[src/rtl/approx_mul_pkg.sv]
// Shared types for the sequential recursive multiplier: the chunk width, the
// per-transaction mode encoding and the FSM state encoding.
package approx_mul_pkg;

    localparam int CHUNK = 4;

    typedef enum logic [1:0] {
        MODE_EXACT  = 2'd0,
        MODE_APPROX = 2'd1,
        MODE_HYBRID = 2'd2,
        MODE_RSVD   = 2'd3
    } mode_t;

    typedef enum logic [1:0] {
        IDLE = 2'd0,
        RUN  = 2'd1,
        DONE = 2'd2
    } state_t;

    // Approximate 2x2 cell: exact except 3*3, which yields 7 instead of 9.
    function automatic logic [3:0] approx_mul2(input logic [1:0] x, input logic [1:0] y);
        logic [3:0] p;
        p = {2'b00, x} * {2'b00, y};
        if (x == 2'd3 && y == 2'd3) begin
            p = 4'd7;
        end
        return p;
    endfunction

endpackage

[src/rtl/approx_rec_mul_seq_core4.sv]
// Shared 4x4 sub-product core: the M2_4x4 approximate cell, the exact product
// and the mux that picks between them for the current mode and significance.
module m2_4x4
    import approx_mul_pkg::*;
(
    input  logic [3:0] a,
    input  logic [3:0] b,
    output logic [7:0] p
);
    logic [3:0] ll;
    logic [3:0] lh;
    logic [3:0] hl;
    logic [3:0] hh;

    // Recursive composition from four approximate 2x2 cells.
    assign ll = approx_mul2(a[1:0], b[1:0]);
    assign lh = approx_mul2(a[1:0], b[3:2]);
    assign hl = approx_mul2(a[3:2], b[1:0]);
    assign hh = approx_mul2(a[3:2], b[3:2]);

    assign p = {4'b0000, ll} + ({4'b0000, lh} << 2) + ({4'b0000, hl} << 2) + {hh, 4'b0000};
endmodule

module approx_core4
    import approx_mul_pkg::*;
(
    input  logic [3:0] x,
    input  logic [3:0] y,
    input  mode_t      mode,
    input  logic       low_sig,
    output logic [7:0] pp
);
    logic [7:0] exact_p;
    logic [7:0] approx_p;
    logic       use_approx;

    m2_4x4 u_m2 (
        .a (x),
        .b (y),
        .p (approx_p)
    );

    assign exact_p = {4'b0000, x} * {4'b0000, y};

    // Reserved mode falls through to exact.
    assign use_approx = (mode == MODE_APPROX) || ((mode == MODE_HYBRID) && low_sig);
    assign pp         = use_approx ? approx_p : exact_p;
endmodule

[src/rtl/approx_rec_mul_seq.sv]
// Sequential W x W multiplier that walks all (W/4)^2 4-bit sub-products through
// one shared 4x4 core and accumulates them, behind valid/ready handshakes.
module approx_rec_mul_seq
    import approx_mul_pkg::*;
#(
    parameter int W = 8
) (
    input  logic             clk,
    input  logic             rst,
    input  logic             in_valid,
    output logic             in_ready,
    input  logic [W-1:0]     a,
    input  logic [W-1:0]     b,
    input  logic [1:0]       mode,
    output logic             out_valid,
    input  logic             out_ready,
    output logic [2*W-1:0]   y,
    output logic             busy,
    output state_t           dbg_state
);
    // Handshake: a transfer happens on a rising edge where valid && ready;
    // in_ready is high only in IDLE, out_valid only in DONE, and y is held
    // unchanged in DONE until out_ready completes the transfer.
    localparam int N  = W / CHUNK;
    localparam int IW = (N > 1) ? $clog2(N) : 1;

    state_t         state;
    logic [W-1:0]   a_q;
    logic [W-1:0]   b_q;
    mode_t          mode_q;
    logic [IW-1:0]  i_q;
    logic [IW-1:0]  j_q;
    logic [2*W-1:0] acc;

    logic [IW:0]    ij_sum;
    logic           low_sig;
    logic           last_step;
    logic [W-1:0]   a_sh;
    logic [W-1:0]   b_sh;
    logic [7:0]     pp;
    logic [2*W-1:0] pp_ext;
    logic [2*W-1:0] pp_sh;

    // i walks the multiplicand chunks fastest, j the multiplier chunks.
    assign ij_sum    = {1'b0, i_q} + {1'b0, j_q};
    assign low_sig   = ij_sum < (IW + 1)'(N);
    assign last_step = (i_q == IW'(N - 1)) && (j_q == IW'(N - 1));
    assign a_sh      = a_q >> {i_q, 2'b00};
    assign b_sh      = b_q >> {j_q, 2'b00};

    approx_core4 u_core (
        .x       (a_sh[3:0]),
        .y       (b_sh[3:0]),
        .mode    (mode_q),
        .low_sig (low_sig),
        .pp      (pp)
    );

    assign pp_ext = {{(2 * W - 8){1'b0}}, pp};
    assign pp_sh  = pp_ext << {ij_sum, 2'b00};

    always_ff @(posedge clk or posedge rst) begin
        if (rst) begin
            state  <= IDLE;
            a_q    <= '0;
            b_q    <= '0;
            mode_q <= MODE_EXACT;
            i_q    <= '0;
            j_q    <= '0;
            acc    <= '0;
        end else begin
            case (state)
                IDLE: begin
                    if (in_valid) begin
                        a_q    <= a;
                        b_q    <= b;
                        mode_q <= mode_t'(mode);
                        i_q    <= '0;
                        j_q    <= '0;
                        acc    <= '0;
                        state  <= RUN;
                    end
                end
                RUN: begin
                    acc <= acc + pp_sh;
                    if (last_step) begin
                        i_q   <= '0;
                        j_q   <= '0;
                        state <= DONE;
                    end else if (i_q == IW'(N - 1)) begin
                        i_q <= '0;
                        j_q <= j_q + 1'b1;
                    end else begin
                        i_q <= i_q + 1'b1;
                    end
                end
                DONE: begin
                    if (out_ready) begin
                        state <= IDLE;
                    end
                end
                default: state <= IDLE;
            endcase
        end
    end

    assign in_ready  = (state == IDLE);
    assign out_valid = (state == DONE);
    assign busy      = (state == RUN) || (state == DONE);
    assign y         = acc;
    assign dbg_state = state;
endmodule

[config.mk]
export PLATFORM = sky130hd
export DESIGN_NAME = approx_rec_mul_seq
export DESIGN_NICKNAME = d
export VERILOG_FILES = /design/src/rtl/approx_mul_pkg.sv /design/src/rtl/approx_rec_mul_seq_core4.sv /design/src/rtl/approx_rec_mul_seq.sv
export SDC_FILE = /design/constraint.sdc
export NUM_CORES = 1
export LEC_CHECK = 0
export CORE_ASPECT_RATIO = 1.2
export CORE_MARGIN = 2
export CORE_UTILIZATION = 40
export CTS_CLUSTER_DIAMETER = 120
export CTS_CLUSTER_SIZE = 12
export DETAILED_ROUTE_END_ITERATION = 8
export MAX_ROUTING_LAYER = met4
export SLEW_MARGIN = 20
export SYNTH_ARGS = -nofsm -noshare
export SYNTH_HDL_FRONTEND = slang
export SYNTH_SLANG_ARGS = --single-unit
[constraint.sdc]
create_clock -name clk -period 13.5 [get_ports clk]
set_input_delay 3.375 -clock clk [delete_from_list [all_inputs] [get_ports clk]]
set_output_delay 3.375 -clock clk [all_outputs]
set_load 0.01 [all_outputs]
# ---- Yosys cells after proc, flatten, opt, wreduce, memory -nomap -nowiden
# Index checks and enable logic that the tools add are counted.
dict set report totals {
  word_cells 67
  inputBits 22
  regBits 38
}
dict set report classes {
  mux 18
  n_shift 3
  n_mul 5
  eq_ne 12
  n_reduce_logical 14
  n_lt_le_gt_ge 1
  n_addsub 7
}
# op count
set op_table {}
lappend op_table {{case mux 16 bit (2 select lines)} 1}
lappend op_table {{adder 16 bit} 1}
lappend op_table {{multiplier 2 x 2 -> 4 bit} 4}
lappend op_table {{2-to-1 mux 16 bit} 1}
lappend op_table {{2-to-1 mux 4 bit} 4}
lappend op_table {{<< shifter 8 x 4 -> 16 bit} 1}
lappend op_table {{right shift 8 x 3 -> 4 bit} 2}
lappend op_table {{equality test 2 bit, second input constant} 6}
lappend op_table {{adder 7 x 6 -> 8 bit} 1}
lappend op_table {{adder 8 bit} 1}
lappend op_table {{multiplier 4 x 4 -> 8 bit} 1}
lappend op_table {{2-to-1 mux 8 bit} 1}
lappend op_table {{adder 4 x 6 -> 7 bit} 1}
lappend op_table {{logical AND 1 bit} 6}
lappend op_table {{2-to-1 mux 2 bit} 3}
lappend op_table {{case mux 2 bit (3 select lines)} 1}
lappend op_table {{AND reduction 3 bit} 2}
lappend op_table {{2-to-1 mux 1 bit} 5}
lappend op_table {{equality test 2 x 1 -> 1 bit, second input constant} 2}
lappend op_table {{!= test 2 bit, second input constant} 2}
lappend op_table {{case mux 1 bit (2 select lines)} 2}
lappend op_table {{AND reduction 2 bit} 2}
lappend op_table {{!= test 3 bit, second input constant} 1}
lappend op_table {{adder 1 bit, second input constant} 2}
lappend op_table {{6 further kinds} 7}

# ---- Longest topological paths before layout
# Gate-level depths: netlist of run 1.
dict set report depth {
  depth_word 11
  depth_mapped 25
  mapped_depth_nobuf 24
}

# ---- Modules after synthesis
# Synthesis of run 1 repeated with hierarchy kept, for this count alone.
dict set report unflattened {
  cells_unflattened 401
  hier_area_um2 3694.8
}
# module cells_per_inst area_per_inst_um2 n_inst
set by_module_without_submodules {}
lappend by_module_without_submodules {approx_rec_mul_seq 272 2613.8 1}
lappend by_module_without_submodules {m2_4x4 66 550.5 1}
lappend by_module_without_submodules {approx_core4 63 530.5 1}

# ---- Worst setup path after synthesis of run 1
# OpenSTA, ideal clock, no wires.
dict set report synth_path {
  kind {register to register}
  start {register j_q}
  end {register acc[14] (netlist: y[14])}
  t_arrival_ns 5.088
  setup_time_ns 0.122
  path_stages_with_launch 24
  n_path_buf 1
  slack_ns 8.291
  synth_period_minus_slack_ns 5.209
  path_cell_list {dfrtp_1 > buf_4 > mux2i_1 > or2_2 > inv_1 > ha_1 > ha_1 > nor2_1 > fa_1 > inv_1 > fa_1 > a21o_1 > a21oi_1 > nor3b_2 > o32ai_2 > mux2_2 > nor2_1 > ha_1 > or4_1 > o311ai_1 > a21boi_1 > o41ai_1 > xor2_1 > o21ai_1}
}
dict set report synth_via {
  elab_chain_cells 11
}
# item line_no
set synth_lines {}
lappend synth_lines {{start, declared} approx_rec_mul_seq.sv:32} ;# logic [IW-1:0] j_q;
lappend synth_lines {{start signal, assigned} approx_rec_mul_seq.sv:92} ;# j_q <= j_q + 1'b1;
lappend synth_lines {{parallel branches: the longest is 8 deep, another holds adder 7 x 6 -> 8 bit} -}
lappend synth_lines {{<< shifter 8 x 4 -> 16 bit *} approx_rec_mul_seq.sv:60} ;# assign pp_sh = pp_ext << {ij_sum, 2'b00};
lappend synth_lines {{adder 16 bit *} approx_rec_mul_seq.sv:85} ;# acc <= acc + pp_sh;
lappend synth_lines {{case mux 16 bit (2 select lines) *} approx_rec_mul_seq.sv:72} ;# case (state)
lappend synth_lines {{end signal, assigned} approx_rec_mul_seq.sv:85}
lappend synth_lines {{end, declared} approx_rec_mul_seq.sv:33} ;# logic [2*W-1:0] acc;
# Every way passes the cells marked *.
# A chain may end at the register's enable or synchronous reset.

# ---- Final worst setup path of run 1
dict set report layout_path {
  start {register i_q}
  end {register acc[14] (netlist: y[14])}
}
dict set report layout_via {
  elab_chain_cells 11
}
# item line_no
set layout_lines {}
lappend layout_lines {{start, declared} approx_rec_mul_seq.sv:31} ;# logic [IW-1:0] i_q;
lappend layout_lines {{start signal, assigned} approx_rec_mul_seq.sv:94} ;# i_q <= i_q + 1'b1;
lappend layout_lines {{parallel branches: the longest is 8 deep, another holds adder 7 x 6 -> 8 bit} -}
lappend layout_lines {{<< shifter 8 x 4 -> 16 bit *} approx_rec_mul_seq.sv:60}
lappend layout_lines {{adder 16 bit *} approx_rec_mul_seq.sv:85}
lappend layout_lines {{case mux 16 bit (2 select lines) *} approx_rec_mul_seq.sv:72}
# Marked as above.

==> results of run 1 <==
[metrics by stage]
| step | worst slack (ns) | instances | instance area (µm²) | hold WS (ns) |
|---|---|---|---|---|
| finish | 7.66 | 491 | 3900 | 0.512 |
| global route | 7.28 | 491 | 3900 | 0.529 |
| CTS | 7.68 | 491 | 3900 | 0.517 |
| detailed placement | 7.70 | 483 | 3800 | 0.498 |
| global placement | 7.78 | 483 | 3800 | 0.489 |
| floorplan | 8.29 | 353 | 3300 | 0.479 |
[area by class of cell]
cell class              instances  share of cell area
repair buffers                 43               0.110
flip-flops and latches         38               0.244
multi-input cells             275               0.561
well taps                      95              0.0305
clock inverters                 2             0.00321
clock buffers                   6              0.0212
inverters                      32              0.0308
[registers in the layout (all words and copies together), names as in the netlist]
name / flops
a_q: 8
mode_q: 2
y: 16
dbg_state: 2
i_q: 1
j_q: 1
b_q: 8
[cell families (layout without fill, tap and decap cells)]
logic type                 count (synthesis)  after routing  synth area share
AOI/OAI and AO/OA                         84             84             0.165
xor gates and xnor gates                  18             18            0.0478
adders and majority gates                 49             49             0.208
buffers and inverters                     40             83            0.0500
DFF                                       38             38             0.288
muxes                                     31             31             0.104
and+or+nand+nor                           93             93             0.136
[cells in the final DEF, fill, tap and decap left out, drive strengths merged, types with 6 or more instances in the layout]
| master | n |
|---|---|
| clkdlybuf4s50 | 42 |
| ha | 39 |
| dfrtp | 38 |
| inv | 32 |
| nor2 | 30 |
| nand2 | 27 |
| o21ai | 23 |
| mux2 | 21 |
| a21oi | 21 |
| xor2 | 11 |
| fa | 10 |
| mux2i | 10 |
| xnor2 | 7 |
| a21o | 7 |
| nand2b | 6 |
| or2 | 6 |
| nor3 | 6 |
| clkbuf | 6 |
| o22ai | 6 |
[layer usage]
layer	GRT usage	up-vias	routed length [µm]
met5	-	-	0
met4	0.0502	0	112
met3	0.0199	7	93
met2	0.288	28	3630
met1	0.244	1217	3620
li1	-	1327	-
[cell usage after synthesis, drive strengths merged (2+ instances only)]
master / n / area, µm²
ha: 39 / 488
dfrtp: 38 / 951
inv: 32 / 120
nor2: 30 / 113
nand2: 27 / 101
o21ai: 23 / 115
a21oi: 21 / 105
mux2: 21 / 236
xor2: 11 / 96.3
fa: 10 / 200
mux2i: 10 / 108
a21o: 7 / 52.6
xnor2: 7 / 61.3
nand2b: 6 / 37.5
nor3: 6 / 30.0
o22ai: 6 / 43.8
or2: 6 / 37.5
clkbuf: 5 / 18.8
and2: 4 / 27.5
o211ai: 4 / 30.0
a31oi: 3 / 18.8
and3: 3 / 18.8
buf: 3 / 26.3
nor2b: 3 / 18.8
a211o: 2 / 17.5
a21boi: 2 / 18.8
a221oi: 2 / 17.5
a22o: 2 / 17.5
nand3: 2 / 10.0
o21a: 2 / 15.0
[worst max path at each step]
stage	start	endpoint	cells past startpoint
2_1_floorplan	j_q	y[14]	23
3_3_place_gp	in_valid	i_q	5
3_5_place_dp	i_q	y[14]	22
4_1_cts	i_q	y[14]	22
5_1_grt	i_q	y[14]	22
6_report	i_q	y[14]	22
==> impl_metrics.tcl, run 1 <==
set metrics [dict create \
    clockBufferDepth 2 \
    hpwl_um 5920 \
    cap_violations 0 \
    fin_crit_sh 0.433 \
    cts_resized 0 \
    vias_per_cell 5.25 \
    cts_sinks 38 \
    fillers 800 \
    worstHoldStart "a_q[6]" \
    avgSynthCellArea_um2 9.35 \
    netlist_instances 353 \
    vias 2579 \
    async_flop_share 1.00 \
    die_area_mm2 0.00900 \
    end_kind "register" \
    min_to "a_q[6]" \
    fmaxAchievable_mhz 171 \
    holdBufCountCts 0 \
    cpMostUsedCell "ha_1" \
    drtAntennaViolNets 0 \
    status "finished, final reports clean" \
    std_cell_rows 36 \
    grt_usage 0.181 \
    cts_root_buf "clkbuf_8" \
    clk_latency_ns 0.29 \
    synth_edf_count 0 \
    postCtsSetupRepairBufs 0 \
    grt_pass1_vias 2696 \
    drive_gt1_frac 0.111 \
    ys_ff_latch 38 \
    seq_area_frac_synth 0.288 \
    core_area_mm2 0.00806 \
    cp.arrival_ns 6.01 \
    register_area_um2 951 \
    cp.buffers_inverters 2 \
    tns_ns 0 \
    htree_levels 2 \
    gp_congestion 0.940 \
    fin_nets 466 \
    grt_start_max_net_pins 39 \
    clk_pin_slew_ns 0.08 \
    io_pins 43 \
    crit_fanout 8 \
    final_util 0.483 \
    antenna_cells 0 \
    max-slew-margin-rel 0.446 \
    r2r_cells 22 \
    finalSetupViolCount 0 \
    firstDrtPassIters 4 \
    tritoncts "done" \
    r2r-end "y[14]" \
    finalHoldViolCount 0 \
    routed_wirelength_um 7450 \
    syn_to_final_growth_pct 18.1 \
    numPortBuffers 42 \
    start_util 0.409 \
    r2r_slack_ns 7.66 \
    grt_overflow 0 \
    r2r-start "i_q" \
    hold_depth 1 \
    cp_slowest_cell "dfrtp_1" \
    worstSetupPathType "reg2reg" \
    synthFlopType "dfrtp_1" \
    period_needed_ns 5.84 \
    synth_fp_nets 424 \
    crit_family "adder cells" \
    rsz0062_at_grt "false" \
    hold_path_class "reg2reg" \
    ys_types 52 \
    grt_pass1_wl_um 12700 \
    multi_input_area_mm2 0.00218 \
    grt_antenna_before_repair 0 \
    worstPathCellList "mux2i_1, or2_2, inv_1, ha_1, ha_1, nor2_1, fa_1, inv_1, fa_1, a21o_1, a21oi_1, nor3b_2, o32ai_2, mux2_2, nor2_1, ha_1, or4_1, o311ai_1, a21boi_1, o41ai_1, xor2_1, o21ai_1" \
    crit_required_ns 13.67 \
    syn_area_mm2 0.00330 \
    die_w_um 86.9 \
    numCtsBuffers 5 \
    drc_errors 0 \
    slew_violations 0 \
    drt_iter0_drc 120 \
    worst_setup_path_start_kind "register" \
    worstMarginPinSlew_ns 0.827 \
    die_h_um 104 \
    fin_skew_ns 0.00628 \
    wl_per_cell_um 15.2 \
    critical-path-max-stage-delay_ns 0.56 \
    yosysWarnings 0 \
]
Power of run 1 is left out: the tool's default activity adds up to more than one toggle a clock period on the data nets, which glitch-free logic cannot reach.
==> run 2, diff against run 1 <==
==> constraint.sdc (replaced) <==
create_clock -name clk -period 5.3 [get_ports clk]
set_input_delay 1.325 -clock clk [delete_from_list [all_inputs] [get_ports clk]]
set_output_delay 1.325 -clock clk [all_outputs]
set_load 0.01 [all_outputs]
==> run 2 against run 1 <==
Compared with the run above:
- utilization is 4.9 points higher
- critical path depth is 2 lower
- first-iteration DRC count is 17% lower
- non-clock buffer count is 31 higher
- via count is 7.1% higher
- worst setup slack worse by 7.5 ns
- maximum frequency is 13% higher
- clock skew is 0.00061 ns lower
- hold slack better by 0.0086 ns
- sequential share of layout area is 2.2 points lower
- wire length is 7.2% higher
- critical path type unchanged
==> impl_metrics.tcl, run 2 (synthesized netlist as in run 1, its figures left out) <==
set metrics [dict create \
    drt_iter0_drc 100 \
    crit_start "i_q" \
    finalSetupViolCount 0 \
    grt_pass1_vias 2818 \
    gp_congestion 0.889 \
    cts_sinks 38 \
    vias 2763 \
    cp.arrival_ns 5.31 \
    worstMarginPinSlew_ns 0.900 \
    use_met2 0.308 \
    clk_pin_slew_ns 0.08 \
    die_area_mm2 0.00900 \
    die_w_um 86.9 \
    die_h_um 104 \
    crit_required_ns 5.46 \
    htree_levels 2 \
    period_needed_ns 5.15 \
    numCtsBuffers 5 \
    busiest_layer "met2" \
    finalHoldViolCount 0 \
    grt_pass1_wl_um 13000 \
    fin_crit_sh 0.971 \
    std_cell_rows 36 \
    max-slew-margin-rel 0.396 \
    grt_overflow 0 \
    antenna_cells 0 \
    status "finished, final reports clean" \
    tritoncts "done" \
    fmaxAchievable_mhz 194 \
    grt_start_max_net_pins 39 \
    syn_to_final_growth_pct 30.1 \
    core_area_mm2 0.00806 \
    layout.cells.most_common "clkdlybuf4s50_1" \
    drc_errors 0 \
    clockBufferDepth 2 \
    end_kind "register" \
    hold_path_class "reg2reg" \
    routed_wirelength_um 7990 \
    io_pins 43 \
    grtUsageMet1 0.240 \
    r2r-end "y[14]" \
    largest_reg_flops 16 \
    layout_common_cells "clkdlybuf4s50_1 (42), ha_1 (36), dfrtp_1 (36)" \
    cts_root_buf "clkbuf_8" \
    hpwl_um 6330 \
    crit_fanout 5 \
    cp-endpoint "y[14]" \
    slew_violations 0 \
    grt_antenna_before_repair 0 \
    drtAntennaViolNets 0 \
    holdBufCountCts 0 \
    fin_nets 497 \
    grtUsageMet3 0.0199 \
    holdWs_ns 0.520 \
    layout.cells.non_filler 521 \
    hold_depth 1 \
    r2r_cells 20 \
    clk_latency_ns 0.29 \
    rsz0062_at_grt "true" \
    vias_per_cell 5.30 \
    worst_setup_path_start_kind "register" \
    fin_skew_ns 0.00567 \
    grt_usage 0.186 \
    cap_violations 0 \
    worstSetupPathType "reg2reg" \
    drive_gt1_frac 0.249 \
    firstDrtPassIters 4 \
    wl_per_cell_um 15.3 \
    r2r_slack_ns 0.15 \
    dp.cells 508 \
    start_util 0.409 \
    numPortBuffers 42 \
    r2r-start "i_q" \
]
## run 2: changes by cell type in the layout (fill, tap and decap cells not counted), moves of 3 or more
| cell | delta |
|---|---|
| mux2i_2 | +4 |
| nor2_1 | -5 |
| nor2_2 | +5 |
| inv_1 | -3 |
| o21ai_1 | +3 |
| buf_4 | +31 |
| ha_2 | +3 |
| mux2i_1 | -5 |
| inv_2 | +3 |
| ha_1 | -3 |
| o21ai_0 | -3 |
## run 2: how the worst min path moves through the flow
stage	start	to	slack [ns]
6_report	b_q[4]	b_q[4]	0.52
5_1_grt	b_q[4]	b_q[4]	0.53
4_1_cts	a_q[5]	a_q[5]	0.51
3_5_place_dp	a_q[5]	a_q[5]	0.50
3_3_place_gp	a_q[5]	a_q[5]	0.50
2_1_floorplan	b_q[0]	b_q[0]	0.48
## run 2: stage by stage
step,util,cell area [µm²],setup WS [ns],setup TNS (ns)
2_1_floorplan,-,3300,0.0907,0
3_3_place_gp,0.495,3990,-0.0463,-0.0749
3_5_place_dp,0.495,3990,-0.106,-0.152
4_1_cts,0.512,4130,-0.00401,-0.00401
5_1_grt,0.533,4290,-0.0556,-0.0556
6_report,0.533,4290,0.153,0
## run 2: final cells by class
cell class | instances | area (µm²)
clock buffers | 6 | 82.6
clock inverters | 1 | 30.0
fillers | 743 | 3770
inverters | 32 | 120
multi-input cells | 275 | 2330
flip-flops and latches | 38 | 953
well taps | 95 | 119
repair buffers | 74 | 661
## run 2: critical path, stage by stage (launching register included)
cell,delay [ns]
dfrtp_2,0.47
mux2i_4,0.22
nor2_2,0.15
inv_2,0.07
fa_1,0.54
inv_1,0.05
fa_1,0.47
ha_1,0.32
a21o_1,0.21
a221oi_2,0.28
a31oi_1,0.14
o32ai_2,0.18
mux2_4,0.21
nor2_2,0.03
ha_2,0.19
or4_4,0.56
o311ai_4,0.29
a21boi_2,0.10
o41ai_2,0.33
xor2_1,0.17
o21ai_1,0.07
## run 2: per-layer routing
metal,vias to the layer above,routed length [µm]
met3,4,141
met2,35,4130
met5,-,0
met1,1334,3640
li1,1390,-
met4,0,69
## run 2: what timing repair did
action / 4_1_cts / 5_1_grt
gates resized for setup: 4 / 39
cloned: 0 / 0
endpoints found under the setup margin: 3 / 7
pin swaps: 0 / 22
setup buffers: 1 / 5
Power of run 2 is left out for the same reason.
